**src/rtl/freq_meter_pkg.sv**
```systemverilog
// rtl/freq_meter_pkg.sv - shared state encoding, default sizes and saturation helper for freq_meter
package freq_meter_pkg;

    // Default accumulator/result width and synchronizer depth
    localparam int CNT_W_DEF       = 32;
    localparam int SYNC_STAGES_DEF = 2;

    // Raw state codes, kept as plain constants so older code can still compare against them
    localparam logic [1:0] ST_IDLE  = 2'd0;
    localparam logic [1:0] ST_ARM   = 2'd1;
    localparam logic [1:0] ST_COUNT = 2'd2;

    typedef enum logic [1:0] {
        IDLE  = ST_IDLE,
        ARM   = ST_ARM,
        COUNT = ST_COUNT
    } state_t;

    // All-ones value of a counter of the given width (widths up to 64 bits)
    function automatic logic [63:0] sat_value(input int width);
        logic [63:0] v;
        v = '0;
        for (int i = 0; i < 64; i++) begin
            if (i < width) begin
                v[i] = 1'b1;
            end
        end
        return v;
    endfunction

endpackage

```
**src/rtl/freq_meter_sync_edge_det.sv**
```systemverilog
// rtl/freq_meter_sync_edge_det.sv - synchronizer chain plus edge detect; FREQ_METER_BOTH_EDGES_EN selects both-edge pulses
module sync_edge_det
    import freq_meter_pkg::*;
#(
    parameter int SYNC_STAGES = SYNC_STAGES_DEF
) (
    input  logic clk,
    input  logic rst_n,
    input  logic d,
    output logic edge_o
);

    // A chain shorter than two flops does not protect against metastability
    localparam int STAGES = (SYNC_STAGES < 2) ? 2 : SYNC_STAGES;

    logic [STAGES-1:0] sync_q;
    logic              prev_q;
    logic              sync_out;

    assign sync_out = sync_q[STAGES-1];

    // Shift the asynchronous input through the synchronizer chain
    always_ff @(posedge clk or negedge rst_n) begin
        if (!rst_n) begin
            sync_q <= '0;
        end else begin
            sync_q <= {sync_q[STAGES-2:0], d};
        end
    end

    // Remember the previous synchronized level for edge detection
    always_ff @(posedge clk or negedge rst_n) begin
        if (!rst_n) begin
            prev_q <= 1'b0;
        end else begin
            prev_q <= sync_out;
        end
    end

    // One-cycle pulse on the selected transition(s) of the synchronized level
`ifdef FREQ_METER_BOTH_EDGES_EN
    always_comb begin
        edge_o = sync_out ^ prev_q;
    end
`else
    always_comb begin
        edge_o = sync_out & ~prev_q;
    end
`endif

endmodule

```
**src/rtl/freq_meter.sv**
```systemverilog
// rtl/freq_meter.sv - gated edge counter with valid/ready result port; FREQ_METER_BOTH_EDGES_EN counts both edges
module freq_meter
    import freq_meter_pkg::*;
#(
    parameter int CNT_W       = CNT_W_DEF,
    parameter int SYNC_STAGES = SYNC_STAGES_DEF
) (
    input  logic             clk,
    input  logic             rst_n,
    input  logic             en,
    input  logic             tick,
    input  logic             sig_in,
    output logic [CNT_W-1:0] result,
    output logic             valid,
    input  logic             ready,
    output logic             overflow,
    output logic             dropped,
    output logic             busy
);

    localparam logic [CNT_W-1:0] SAT_VAL = CNT_W'(sat_value(CNT_W));

    state_t           state;
    logic [CNT_W-1:0] acc;
    logic             ovf;
    logic             edge_pulse;

    logic             at_max;
    logic [CNT_W-1:0] acc_inc;
    logic [CNT_W-1:0] count_now;
    logic             ovf_now;
    logic             load;

    sync_edge_det #(
        .SYNC_STAGES(SYNC_STAGES)
    ) u_sync_edge_det (
        .clk    (clk),
        .rst_n  (rst_n),
        .d      (sig_in),
        .edge_o (edge_pulse)
    );

    // Saturating next count, including an edge that lands on the closing tick
    always_comb begin
        at_max    = (acc == SAT_VAL);
        acc_inc   = at_max ? acc : acc + CNT_W'(1);
        count_now = edge_pulse ? acc_inc : acc;
        ovf_now   = ovf | (edge_pulse & at_max);
        load      = (state == COUNT) && en && tick;
    end

    // Window state machine and accumulator; a partial first window is never counted
    always_ff @(posedge clk or negedge rst_n) begin
        if (!rst_n) begin
            state <= IDLE;
            acc   <= '0;
            ovf   <= 1'b0;
        end else begin
            case (state)
                IDLE: begin
                    acc <= '0;
                    ovf <= 1'b0;
                    if (en) begin
                        state <= ARM;
                    end
                end
                ARM: begin
                    acc <= '0;
                    ovf <= 1'b0;
                    if (!en) begin
                        state <= IDLE;
                    end else if (tick) begin
                        state <= COUNT;
                    end
                end
                COUNT: begin
                    if (!en) begin
                        state <= IDLE;
                        acc   <= '0;
                        ovf   <= 1'b0;
                    end else if (tick) begin
                        acc <= '0;
                        ovf <= 1'b0;
                    end else if (edge_pulse) begin
                        acc <= acc_inc;
                        ovf <= ovf_now;
                    end
                end
                default: begin
                    state <= IDLE;
                    acc   <= '0;
                    ovf   <= 1'b0;
                end
            endcase
        end
    end

    // Result register and handshake; an unconsumed result that gets replaced raises dropped
    always_ff @(posedge clk or negedge rst_n) begin
        if (!rst_n) begin
            result   <= '0;
            overflow <= 1'b0;
            valid    <= 1'b0;
            dropped  <= 1'b0;
        end else begin
            if (load) begin
                result   <= count_now;
                overflow <= ovf_now;
                valid    <= 1'b1;
                if (valid && !ready) begin
                    dropped <= 1'b1;
                end
            end else if (valid && ready) begin
                valid <= 1'b0;
            end
            if ((state == IDLE) && en) begin
                dropped <= 1'b0;
            end
        end
    end

    assign busy = (state != IDLE);

endmodule

```
**config.mk**
```make
export PLATFORM = sky130hd
export DESIGN_NAME = freq_meter
export DESIGN_NICKNAME = d
export VERILOG_FILES = /design/src/rtl/freq_meter_pkg.sv /design/src/rtl/freq_meter_sync_edge_det.sv /design/src/rtl/freq_meter.sv
export SDC_FILE = /design/constraint.sdc
export NUM_CORES = 1
export LEC_CHECK = 0
export CAP_MARGIN = 10
export CORE_ASPECT_RATIO = 0.8
export CORE_MARGIN = 2
export CORE_UTILIZATION = 50
export DETAILED_ROUTE_END_ITERATION = 7
export MAX_ROUTING_LAYER = met4
export PLACE_DENSITY_LB_ADDON = 0.3
export SETUP_SLACK_MARGIN = 0.15
export SLEW_MARGIN = 30
export SYNTH_ARGS = -nofsm -noshare
export SYNTH_HDL_FRONTEND = slang
export SYNTH_SLANG_ARGS = --single-unit
```
**constraint.sdc**
```tcl
create_clock -name clk -period 2.17 [get_ports clk]
set_clock_uncertainty 0.05 [all_clocks]
set_input_delay 0.434 -clock clk [delete_from_list [all_inputs] [get_ports clk]]
set_output_delay 0.434 -clock clk [all_outputs]
set_load 0.03 [all_outputs]
```
# ---- After elaboration in Yosys (flattened, before gate mapping)
# Index checks and enable logic that the tools add are counted.
dict set report word_totals {
  reg_bits 73
  inputBits 6
  output_inout_bits 36
  word_cells 53
}
dict set report op_classes {
  n_addsub 1
  eq_ne 7
  mux 19
  bitwise 4
  reduce_logical 13
}
# cell count
set ops {}
lappend ops {{two-way mux 32 bit} 5}
lappend ops {{adder 32 x 1 -> 32 bit, second input constant} 1}
lappend ops {{equality test 32 bit, second input constant} 1}
lappend ops {{two-way mux 1 bit} 9}
lappend ops {{two-way mux 2 bit} 4}
lappend ops {{nonzero test 2 bit} 4}
lappend ops {{one-hot mux 2 bit (3 select lines)} 1}
lappend ops {{logical AND 1 bit} 5}
lappend ops {{inequality test 2 bit, second input constant} 2}
lappend ops {{inequality test 4 bit, second input constant} 1}
lappend ops {{inequality test 3 bit, second input constant} 1}
lappend ops {{AND reduction 3 bit} 1}
lappend ops {{AND 1 bit} 2}
lappend ops {{equality test 2 x 1 -> 1 bit, second input constant} 1}
lappend ops {{equality test 2 bit, second input constant} 1}
lappend ops {{logical NOT 2 bit} 1}
lappend ops {{AND reduction 2 bit} 1}
lappend ops {{logical NOT 1 bit} 1}
lappend ops {{inverter 1 bit} 1}
lappend ops {{OR 1 bit} 1}

# ---- Logic depth before layout (Yosys ltp)
# Gate-level depths: netlist of run 1.
dict set report depth {
  word_depth 8
  mapped_depth 8
  ltp_nobuf 6
}

# ---- By module
# Synthesis of run 1 repeated with hierarchy kept, for this count alone.
dict set report unflattened {
  hier_cells 344
  area_unflattened_um2 3480.8
}
# module instances cells_per_inst area_each_um2 seq_area_each_um2
set modules_own_cells {}
lappend modules_own_cells {freq_meter 1 340 3392.0 1751.7}
lappend modules_own_cells {sync_edge_det 1 4 88.8 75.1}

# ---- Worst setup path after synthesis of run 1
# Ideal clock, no wire load.
dict set report synth_timing {
  path_type {register to register}
  startpoint {register acc[9]}
  endpoint {register result[31]}
  setup_ns 0.069
  arrival_time_ns 1.971
  required_time_ns 2.051
  setup_slack_ns 0.080
  path_stages_with_launch 7
  n_path_buf 1
  synth_period_minus_slack_ns 2.090
  cell_sequence {dfrtp_1 -> and3_1 -> nand4_2 -> buf_6 -> or4_4 -> or4_1 -> nand3_1}
}
dict set report synth_via {
  elab_chain_len 3
  elab_cells_between_ends 4
  classes_between {add/sub (1); eq/ne (1); mux (2)}
}
# element line_no
set synth_lines {}
lappend synth_lines {{start: declaration} freq_meter.sv:24} ;# logic [CNT_W-1:0] acc;
lappend synth_lines {{start signal: assignment} freq_meter.sv:85} ;# acc <= acc_inc;
lappend synth_lines {{adder 32 x 1 -> 32 bit / equality test 32 bit (equally long branches)} {freq_meter.sv:46, freq_meter.sv:45}}
lappend synth_lines {{two-way mux 32 bit (*)} freq_meter.sv:46} ;# acc_inc = at_max ? acc : acc + CNT_W'(1);
lappend synth_lines {{two-way mux 32 bit (*)} n/a}
lappend synth_lines {{end signal: assignment} freq_meter.sv:107} ;# result <= count_now;
lappend synth_lines {{end: declaration} freq_meter.sv:13} ;# output logic [CNT_W-1:0] result,
# Every way passes the cells marked *; elsewhere a longest branch is shown, timed or not.
# A chain may end at the register's enable or synchronous reset.

# ---- Worst setup path in the final report of run 1
dict set report layout_timing {
  startpoint {register acc[15]}
  endpoint {register result[25]}
}
# The elaborated chain is that of the path after synthesis.

==> impl_metrics.py, run 1 <==
metrics = {
    "detailed_routing": {
        "drt_iter0_drc": 292,
        "routed_via_density": 6.31,
        "firstDrtPassIters": 5,
        "post-route-drc-count": 0,
        "wl_per_cell_um": 18.6,
        "postRouteAntennaNets": 0,
        "num_vias": 3433,
        "drt_wl_total_mm": 10.1,
    },
    "synthesis": {
        "synthArstFlopShare": 1.00,
        "ys.warnings.count": 0,
        "ys_seq_area_frac": 0.512,
        "ys_ff_latch": 73,
        "yosysTopAreaCell": "dfrtp_1",
        "synth_xor_area_frac": 0.0270,
        "synth_compound_gate_area_share": 0.141,
        "synthMuxAreaShare": 0.00281,
        "syn_avg_cell_area_sq_um": 9.49,
        "synth.distinct_cells": 43,
        "yosys.area_share.simple": 0.280,
        "synth_fa_ha_area_frac": 0.00351,
        "synth_top_area_frac": 0.512,
        "synthFlopType": "dfrtp_1",
        "synth_area_leaders": "dfrtp_1 51%, o21ai_0 4.3%, nand3_1 4.1%, nand2_1 3.8%, or4_1 3.6%",
        "synth_top_family_by_area": "simple AND/OR/NAND/NOR gates",
        "synth_edf_count": 0,
        "syn_area_sq_mm": 0.00357,
        "netlist_instances": 376,
        "syn-num-nets": 383,
    },
    "setup_path": {
        "regToRegEndpoint": "result[25]",
        "critPathKind": "flop to flop",
        "reg2reg_depth": 5,
        "cp.required_ps": 2420,
        "path_max_fanout": 7,
        "start_kind": "flop",
        "endpoint_kind": "flop",
        "arrival_ps": 2300,
        "r2r-start": "acc[15]",
        "rrSetupSlack_ps": 120,
    },
    "placed_design": {
        "hpwl_mm": 5.96,
        "place_congestion": 0.885,
        "io_buffers": 41,
    },
    "timing": {
        "post-route-period-util": 0.947,
        "rsz0062_at_grt": "true",
        "finalHoldViolCount": 0,
        "setup_viol": 0,
        "max-slew-margin-rel": 0.664,
        "drv_slew": 0,
        "fin_crit_ps": 2050,
        "tightest_slew_ps": 492,
        "fmax_mhz": 487,
        "tns_ps": 0,
    },
    "global_route": {
        "use_met3": 0.0552,
        "grt_pass1_vias": 2904,
        "grtUsageTotal": 0.257,
        "grt_pass1_wl_mm": 15.3,
        "met2_usage": 0.344,
        "grtUsageMet1": 0.392,
        "grt_remaining_overflow": 0,
        "antenna_found_initial": 0,
        "grt_max_degree": 74,
        "grt_busiest_layer": "met1",
    },
    "floorplanning": {
        "initial_core_util": 0.518,
        "die_x_um": 98.4,
        "fp.dieArea_sq_mm": 0.00783,
        "die_h_um": 79.5,
        "rows": 27,
        "core_sq_mm": 0.00689,
        "ioPinCount": 42,
    },
    "layout": {
        "n_fill_cell": 533,
        "final_util": 0.720,
        "final_nets": 459,
        "final_common_cell": "dfrtp_1",
        "area_growth_pct": 39.2,
        "n_antenna_cell": 0,
        "drive_gt1_frac": 0.287,
        "final_cell_mix": "68 x dfrtp_1, 39 x clkdlybuf4s50_1, 35 x nand2_1, 35 x buf_4, 21 x nand3_1",
    },
    "pwr": {
        "irDropWorstVdd_mv": 0.435,
        "p_seq_frac": 0.510,
        "swShare": 0.262,
        "p_int_uw": 2060,
        "p_clk_frac": 0.400,
        "p_leak_uw": 0.00207,
        "p_comb_frac": 0.090,
        "p_sw_uw": 729,
        "p_per_area_mw_per_mm2": 561,
    },
    "clock_network": {
        "cts_tree": "done",
        "clk_path_buf_depth": 2,
        "cts.sinks": 73,
        "clk_pin_slew_ps": 90,
        "insertion_delay_ps": 360,
        "htree_num_levels": 3,
        "clock-root-buffer": "clkbuf_8",
        "cts_buffers": 9,
    },
    "status": {
        "status": "finished clean",
    },
    "flow_run": {
        "max_cap_viol_count": 0,
    },
    "min_path": {
        "hp-class": "input port to asynchronous set/reset pin",
    },
}
[worst max path at each step]
stage	to	slack, ps	depth (start not counted)	start
global route	result[8]	20	6	acc[19]
detailed placement	result[31]	70	5	acc[6]
CTS	result[31]	130	5	acc[19]
finish	result[25]	120	5	acc[15]
global placement	result[31]	110	5	acc[6]
floorplan	result[31]	90	6	acc[11]
[critical path: stages, from the launching register on]
cell	delay (ps)
dfrtp_2	480
and3b_1	190
and4_1	350
nand4_1	290
or4_1	540
nand3_1	90
[cell usage after synthesis, drive strengths merged, types with 2 or more instances]
cell type / n
dfrtp: 73
and3b: 2
nor3: 3
and3: 9
inv: 3
nor4: 4
or4: 18
and2: 5
xnor2: 9
nand2: 36
nor4b: 2
o211ai: 16
and4: 10
nor2b: 2
clkbuf: 23
xor2: 2
a31oi: 6
buf: 4
a21o: 3
nand3: 29
o21ai: 31
a21oi: 22
a211oi: 2
nand4: 13
or3: 19
nor2: 20
[kinds of logic (layout without fill, tap and decap cells)]
logic type / count (synthesis) / in the layout
xor+xnor: 11 / 11
simple gates: 175 / 175
fa+ha+maj: 1 / 1
flops: 73 / 73
mux: 1 / 1
compound gates: 85 / 85
buf+inv: 30 / 111
[cell type report]
class                      count  area (sq um)  share of cell area
multi-input combinational    273          1870               0.376
sequential                    73          1830               0.369
timing repair buffer          92           941               0.190
clock buffer                  10           138              0.0277
tap                           87           109              0.0219
clock inverter                 6          66.3              0.0134
inverter                       3          11.3             0.00227
[power by group through the flow]
stage,sequential [uW],clock (uW),combinational (uW)
finish,1420,1110,250
global route,1430,1190,271
CTS,1420,1140,253
detailed placement,1450,0,255
global placement,1440,0,250
floorplan,1510,0,58.6
[state kept, by name, summed over array words and instances (netlist names)]
| signal | count |
|---|---|
| dropped | 1 |
| valid | 1 |
| ovf | 1 |
| state | 2 |
| result | 32 |
| acc | 32 |
| overflow | 1 |
| u_sync_edge_det.prev_q | 1 |
| u_sync_edge_det.sync_q | 2 |
[per-layer routing]
metal,routed length (um),vias to the layer above
met3,708,23
met1,4730,1686
li1,-,1552
met5,0,-
met4,178,0
met2,4500,172
[repair_timing]
item | CTS | global route
resized for setup | 5 | 75
hold endpoints to repair | 0 | 0
setup buffers | 11 | 7
hold buffers | 0 | 0
gates cloned | 0 | 6
pin swaps | 1 | 36
setup endpoints to repair | 6 | 45
[metrics by stage]
step           hold WS, ps  std cells  setup WS [ps]  total power (uW)  cell area, sq um
2_1_floorplan         88.4        376           86.2              1570              3580
3_5_place_dp           290        504           73.7              1700              4260
5_1_grt               64.9        544           24.8              2890              4960
6_report              34.9        544            116              2790              4960
3_3_place_gp           283        504            109              1690              4260
4_1_cts               46.2        531            125              2810              4560
Note: power is estimated with default switching activity, not from simulation.
==> run 2, diff against run 1 <==
Settings changed: CORE_MARGIN 2 to not set, CORE_UTILIZATION 50 to 57, DONT_BUFFER_PORTS set to 1, MAX_ROUTING_LAYER met4 to not set.
==> impl_metrics.py, run 2 (synthesis results as in run 1) <==
metrics = {
    "status": {
        "status": "complete, but fails checks",
        "violations": "negative hold slack",
    },
    "setup_path": {
        "cp.required_ps": 2410,
        "cp-endpoint": "result[14]",
        "critical_path.startpoint": "u_sync_edge_det.sync_q[1]",
        "reg2reg_depth": 6,
        "endpoint_kind": "flop",
        "critPathKind": "flop to flop",
        "regToRegEndpoint": "result[14]",
        "arrival_ps": 2260,
        "path_max_fanout": 11,
        "r2r-start": "u_sync_edge_det.sync_q[1]",
        "start_kind": "flop",
        "rrSetupSlack_ps": 150,
    },
    "timing": {
        "tns_ps": 0,
        "max-slew-margin-rel": 0.679,
        "setup_viol": 0,
        "fin_crit_ps": 2020,
        "drv_slew": 0,
        "hold-worst-slack_ps": -279,
        "post-route-period-util": 0.929,
        "fmax_mhz": 496,
        "tightest_slew_ps": 481,
        "rsz0062_at_grt": "true",
        "finalHoldViolCount": 73,
    },
    "detailed_routing": {
        "num_vias": 3147,
        "drt-met1-wl_mm": 4.29,
        "firstDrtPassIters": 5,
        "wl_per_cell_um": 19.1,
        "postRouteAntennaNets": 0,
        "wl_met3_um": 753,
        "drt_wl_total_mm": 9.31,
        "met2WireLength_mm": 4.17,
        "route.top_layer_used": "met4",
        "drt_iter0_drc": 275,
        "routed_via_density": 6.45,
        "post-route-drc-count": 0,
    },
    "layout": {
        "final_common_cell": "dfrtp_1",
        "reg_top3": "acc: 32 flops, result: 32 flops",
        "multi_input_area_sq_mm": 0.00171,
        "regArea_sq_mm": 0.00184,
        "final_nets": 409,
        "drive_gt1_frac": 0.214,
        "final_cell_mix": "66 x dfrtp_1, 38 x buf_4, 36 x nand2_1",
        "n_fill_cell": 432,
        "n_antenna_cell": 0,
        "area_growth_pct": 18.7,
    },
    "floorplanning": {
        "die_h_um": 72.8,
        "initial_core_util": 0.597,
        "rows": 25,
        "ioPinCount": 42,
        "fp.dieArea_sq_mm": 0.00658,
        "core_sq_mm": 0.00597,
        "die_x_um": 90.4,
    },
    "clock_network": {
        "cts.sinks": 73,
        "insertion_delay_ps": 350,
        "cts_tree": "done",
        "cts_buffers": 9,
        "htree_num_levels": 3,
        "clock-root-buffer": "clkbuf_8",
        "clk_pin_slew_ps": 80,
        "clk_path_buf_depth": 2,
    },
    "min_path": {
        "hp-class": "input port to asynchronous set/reset pin",
    },
    "placed_design": {
        "place_congestion": 0.871,
        "hpwl_mm": 5.81,
        "io_buffers": 0,
    },
    "pwr": {
        "p_per_area_mw_per_mm2": 648,
        "total_power_uw": 2740,
        "p_leak_uw": 0.00178,
        "irDropWorstVdd_mv": 0.539,
    },
    "global_route": {
        "grt_max_degree": 74,
        "grt_pass1_wl_mm": 14.5,
        "grt_pass1_vias": 2819,
        "grtUsageTotal": 0.288,
        "antenna_found_initial": 0,
        "grt_remaining_overflow": 0,
    },
    "flow_run": {
        "max_cap_viol_count": 0,
    },
}
[run 2: repair_timing]
action,4_1_cts,5_1_grt
gates cloned,0,1
endpoints found under the setup margin,12,48
pin swaps,3,5
setup buffers,3,14
gates resized for setup,7,20
endpoints found under the hold margin,73,73
[run 2: per-stage QoR]
stage                      util  instance area (sq um)  std cells  setup slack [ps]  hold slack [ps]
after CTS                 0.675                   4030        473               133             -286
after global placement    0.633                   3780        454               113             90.0
final                     0.708                   4230        488               154             -279
after global routing      0.708                   4230        488              87.4             -292
after detailed placement  0.633                   3780        454              71.6             90.2
after floorplan               -                   3580        376              86.2             88.4
[run 2: worst min-delay path by stage]
stage	startpoint	to	slack (ps)	cells past startpoint
global placement	rst_n	valid	90	0
finish	rst_n	result[9]	-280	0
global route	rst_n	valid	-290	0
detailed placement	rst_n	result[27]	90	0
floorplan	rst_n	acc[0]	90	0
CTS	rst_n	acc[30]	-290	0
[run 2: layout make-up]
cell class | instances | share of cell area
sequential | 73 | 0.434
multi-input combinational | 273 | 0.405
timing repair buffer | 42 | 0.0834
clock buffer | 9 | 0.0293
tap | 81 | 0.0239
clock inverter | 7 | 0.0225
inverter | 3 | 0.00266
[run 2: metal layers]
metal,global-route usage,vias up
met4,0.0932,0
met5,0,-
met2,0.414,138
met1,0.429,1543
li1,-,1455
met3,0.0708,11
[run 2: where the power goes]
| group | leakage, uW | switching (uW) | total [uW] | internal, uW |
|---|---|---|---|---|
| logic | 0.000682 | 45.8 | 75.2 | 29.3 |
| registers | 0.000992 | 92.1 | 1490 | 1400 |
| clock network | 0.000109 | 531 | 1180 | 647 |
| total | 0.00178 | 669 | 2740 | 2070 |
[run 2: critical path, cell delays in order, from the launching register on]
cell and delay [ps]:
dfrtp_1 430, nor2b_1 240, buf_4 250, nand3_1 170
a21o_4 250, or4_1 480, nand3_1 100
